--- config.mk ---
export PLATFORM = sky130hd
export DESIGN_NAME = cache_refill_ctrl
export DESIGN_NICKNAME = d
export VERILOG_FILES = /design/src/rtl/cache_refill_ctrl.sv
export SDC_FILE = /design/constraint.sdc
export NUM_CORES = 1
export LEC_CHECK = 0
export BUFFER_PORTS_ARGS = -buffer_cell sky130_fd_sc_hd__buf_2
export CAP_MARGIN = 20
export CORE_AREA = 2 2 264 266
export CTS_CLUSTER_DIAMETER = 30
export DETAILED_ROUTE_END_ITERATION = 16
export DIE_AREA = 0 0 266 268
export SLEW_MARGIN = 20
export SYNTH_ARGS = -nofsm -noshare
export SYNTH_HDL_FRONTEND = slang
export SYNTH_SLANG_ARGS = --single-unit
--- constraint.sdc ---
create_clock -name clk -period 3.11 [get_ports clk]
set_input_delay 0.4665 -clock clk [delete_from_list [all_inputs] [get_ports clk]]
set_output_delay 0.4665 -clock clk [all_outputs]
set_load 0.01 [all_outputs]
--- src/rtl/cache_refill_ctrl.sv ---
// Blocking-cache miss handler: optional dirty-victim writeback,
// then line refill from memory, with a bounded ack wait.
module cache_refill_ctrl #(
  parameter int DATA_WIDTH  = 32,
  parameter int BLOCK_WIDTH = 128,
  parameter int TIMEOUT     = 64
) (
  input  logic                   clk,
  input  logic                   rst,
  input  logic                   miss_req,
  input  logic [DATA_WIDTH-1:0]  miss_addr,
  input  logic                   victim_dirty,
  input  logic [DATA_WIDTH-1:0]  victim_addr,
  input  logic [BLOCK_WIDTH-1:0] victim_data,
  output logic                   mem_req,
  output logic                   mem_we,
  output logic [DATA_WIDTH-1:0]  mem_addr,
  output logic [BLOCK_WIDTH-1:0] mem_wdata,
  input  logic                   mem_ack,
  input  logic [BLOCK_WIDTH-1:0] mem_rdata,
  output logic                   refill_valid,
  output logic [DATA_WIDTH-1:0]  refill_addr,
  output logic [BLOCK_WIDTH-1:0] refill_data,
  output logic                   stall,
  output logic                   error,
  output logic [DATA_WIDTH-1:0]  miss_count
);

  localparam int CW = $clog2(TIMEOUT + 1);
  localparam logic [CW-1:0] TO_LAST = CW'(TIMEOUT - 1);
  localparam logic [DATA_WIDTH-1:0] ALIGN = ~DATA_WIDTH'(15);

  typedef enum logic [1:0] {
    S_IDLE,
    S_WB,
    S_REFILL,
    S_RESP
  } state_e;

  state_e                 state_q, state_d;
  logic [CW-1:0]          wait_q, wait_d;
  logic                   err_q, err_d;
  logic [DATA_WIDTH-1:0]  cnt_q, cnt_d;
  logic [DATA_WIDTH-1:0]  maddr_q, vaddr_q;
  logic [BLOCK_WIDTH-1:0] vdata_q, rdata_q;

  logic accept;
  logic fill;

  assign accept = (state_q == S_IDLE) && miss_req;
  assign fill   = (state_q == S_REFILL) && mem_ack;

  always_ff @(posedge clk) begin
    if (rst) begin
      state_q <= S_IDLE;
      wait_q  <= '0;
      err_q   <= 1'b0;
      cnt_q   <= '0;
      maddr_q <= '0;
      vaddr_q <= '0;
      vdata_q <= '0;
      rdata_q <= '0;
    end else begin
      state_q <= state_d;
      wait_q  <= wait_d;
      err_q   <= err_d;
      cnt_q   <= cnt_d;
      if (accept) begin
        maddr_q <= miss_addr & ALIGN;
        vaddr_q <= victim_addr & ALIGN;
        vdata_q <= victim_data;
      end
      if (fill) rdata_q <= mem_rdata;
    end
  end

  always_comb begin
    state_d      = state_q;
    wait_d       = wait_q;
    err_d        = err_q;
    cnt_d        = cnt_q;
    mem_req      = 1'b0;
    mem_we       = 1'b0;
    mem_addr     = '0;
    mem_wdata    = '0;
    refill_valid = 1'b0;
    unique case (state_q)
      S_IDLE: begin
        if (miss_req) begin
          state_d = victim_dirty ? S_WB : S_REFILL;
          wait_d  = '0;
          if (cnt_q != '1) cnt_d = cnt_q + 1'b1;
        end
      end
      S_WB: begin
        mem_req   = 1'b1;
        mem_we    = 1'b1;
        mem_addr  = vaddr_q;
        mem_wdata = vdata_q;
        if (mem_ack) begin
          state_d = S_REFILL;
          wait_d  = '0;
        end else if (wait_q == TO_LAST) begin
          state_d = S_IDLE;
          err_d   = 1'b1;
          wait_d  = '0;
        end else begin
          wait_d = wait_q + 1'b1;
        end
      end
      S_REFILL: begin
        mem_req  = 1'b1;
        mem_addr = maddr_q;
        // ack on the last allowed cycle still completes the refill
        if (mem_ack) begin
          state_d = S_RESP;
          wait_d  = '0;
        end else if (wait_q == TO_LAST) begin
          state_d = S_IDLE;
          err_d   = 1'b1;
          wait_d  = '0;
        end else begin
          wait_d = wait_q + 1'b1;
        end
      end
      S_RESP: begin
        refill_valid = 1'b1;
        state_d      = S_IDLE;
      end
      default: state_d = S_IDLE;
    endcase
  end

  assign refill_addr = refill_valid ? maddr_q : '0;
  assign refill_data = refill_valid ? rdata_q : '0;
  assign stall       = (state_q != S_IDLE) || miss_req;
  assign error       = err_q;
  assign miss_count  = cnt_q;

endmodule

==> impl_metrics.toml <==
[cells_and_area]
finalNetCount = 2975
final_cells = 3600
multiInputGateArea_sq_um = 7410
regArea_sq_um = 7090
area_growth_pct = 50.0
fillers = 7326
drive_gt1_share_pct = 32.5

[synth]
synth_mux_area_share_pct = 0.132
avgSynthCellArea_sq_um = 7.57
yosys_warnings = 0
synth_area_sq_um = 15100
synth_area_leaders = "dfxtp_1 (47%), nand2_1 (16%), and2_1 (12%)"
synth.top_cell.area_share_pct = 46.8
synth_area_leader_cell = "dfxtp_1"
syn_inst = 1999
synth_top_family_by_area = "simple AND/OR/NAND/NOR gates"
synth-xor-area-share_pct = 0.637
synth_simple_gate_area_share_pct = 33.1
synth_edf_count = 0
ys.flop_type = "dfxtp_1"
yosysSeqAreaShare_pct = 46.8
ys_ff_latch = 354
postSynth.asyncResetShare_pct = 0
synth-compound-area-share_pct = 14.2
synthAdderAreaFrac_pct = 0.496
synth.distinct_cells = 52

[worst_setup_path]
slowest_delay_ps = 490
arrival_ps = 2360
cp-start-kind = "flop"
crit_fanout = 23
crit_slowest_cell = "ha_1"
worstPathCellList = "inv_1 > ha_1 > buf_4 > nor2b_1 > buf_2"
crit_path_end_kind = "output port"
path_class = "reg -> out"
cp_data_required_time_ps = 2640

[clock_network]
cts-hold-fix-buffers = 0
worstSkewPairLatency_ps = 590
cts.repair.resized = 0
clock_sinks = 354
numCtsBuffers = 89
clockBufferDepth = 3
cts_max_level = 3
cts_setup_buffers = 0
cts.clk_slew.worst_paths_ps = 40
clock_tree.root_cell = "clkbuf_16"
cts_tree = "done"

[run]
cap_violations = 0

[worst_hold_path]
hp-class = "in -> reg"

[timing]
fmax_mhz = 354
setup_viol = 0
setup_tns_ps = 0
worst_slew_pin_slew_ps = 900
whs_ps = 103
finClkSkew_ps = 18.3
rsz0062_at_grt = "no"
hold_viol = 0
maxSlewViolCount = 0
fin_crit_ps = 2830
max_slew_margin_pct = 40.0
post-route-period-util_pct = 90.9

[power]
power.density_nw_per_um2 = 698
vdd_drop_max_uv = 506
power.total_uw = 15800
p_leak_uw = 0.0102

[drt]
antenna_left = 0
vias = 15700
wl_per_cell_microns = 15.4
first_pass_iters = 4
first_iter_violations = 795
route.detailed.drc = 0
routed_wl_mm = 55.6
vias_per_cell = 4.35

[floorplan]
core_area_sq_um = 68200
die_h_microns = 268
die_w_microns = 266
ios = 682
rows = 96
start_util_pct = 22.2
die-area_sq_um = 71300

[placed_design]
dpl.hpwl_mm = 39.4
dpl.cell_count = 3435
port_buffers = 665
globalplace.congestion = 0.829

[global_routing]
grtUsageTotal_pct = 14.6
grt_max_degree = 128
overflow = 0
grt_first_pass_wirelength_mm = 82.0
antenna_found_initial = 11
grt_pass1_vias = 14800

[run_status]
status = "complete, no violations"
## sequential cells by signal, summed over array words and instances (netlist names)
name / count
vdata_q: 128
miss_count: 32
error: 1
vaddr_q: 28
state_q: 2
maddr_q: 28
rdata_q: 128
wait_q: 7
## critical path, delay by kind of cell (launching register included)
family	cells	cell delay (ps)
buf+inv	3	590
fa+ha+maj	1	490
flops	1	470
simple gates	1	210
## cell type report
cell class | count | share of cell area (%)
Timing Repair Buffer | 709 | 17.2
Clock buffer | 121 | 11.3
Sequential cell | 354 | 31.2
Multi-Input combinational cell | 1485 | 32.7
Antenna cell | 4 | 0.0441
Tap cell | 882 | 4.86
Clock inverter | 40 | 2.63
Inverter | 5 | 0.0827
## cells in the final DEF (no fill, tap or decap), types with 8 or more instances in the layout
cell / synthesis / layout
buf_12: 1 / 18
nor2b_1: 31 / 31
clkbuf_8: 0 / 22
buf_4: 10 / 26
nand3_1: 14 / 14
conb_1: 1 / 8
a21oi_1: 342 / 342
buf_2: 1 / 664
clkbuf_16: 0 / 89
o21ai_0: 22 / 22
clkinv_2: 0 / 14
bufinv_16: 0 / 12
or3_1: 18 / 18
dfxtp_1: 354 / 354
nand4_1: 10 / 10
nand2_1: 642 / 640
a22oi_1: 28 / 28
clkbuf_1: 143 / 10
nor2_1: 20 / 20
and2_1: 286 / 285
xor2_1: 9 / 9
## through the flow
stage                     setup WS (ps)  util [%]  cell area (sq um)
after floorplan                    1050         -              15200
after CTS                           218      33.2              22700
after detailed placement            485      28.6              19500
after global routing                123      33.3              22700
final                               283      33.3              22700
after global placement              573      28.6              19500
## path summary, 6_finish.rpt
kind	slack (ps)	start	to	cells after the start
worst max-delay path	280	state_q[0]	mem_addr[30]	5
worst min-delay path	100	victim_data[98]	vdata_q[98]	3
worst max register to register	510	state_q[0]	miss_count[30]	7
worst min register to register	450	rdata_q[123]	rdata_q[123]	2
## power by group
part           switching, uW  total (uW)  internal (uW)
logic                    786        1290            504
registers                142        4950           4810
clock network           2860        9590           6730
total                   3790       15800          12000
## cells in the mapped netlist (14+ instances only)
library cell / number
a21oi_1: 342
a22oi_1: 28
and2_1: 286
clkbuf_1: 143
dfxtp_1: 354
nand2_1: 642
nand3_1: 14
nor2_1: 20
nor2b_1: 31
o21ai_0: 22
or3_1: 18
## kinds of logic (layout without fill, tap and decap cells)
group,count (synthesis),after routing
DFF,354,354
and+or+nand+nor,1054,1054
other,1,12
xor gates and xnor gates,11,11
buffers and inverters,167,875
muxes,2,2
AOI/OAI and AO/OA,404,404
adders and majority gates,6,6
## per-layer routing
metal	vias up	track usage (%)	wire, microns
met4	8	6.89	2050
met1	7202	16.7	22300
li1	7784	-	-
met5	-	0	49
met3	124	4.65	4380
met2	557	24.7	26800
Power figures use the tool's default switching activity.
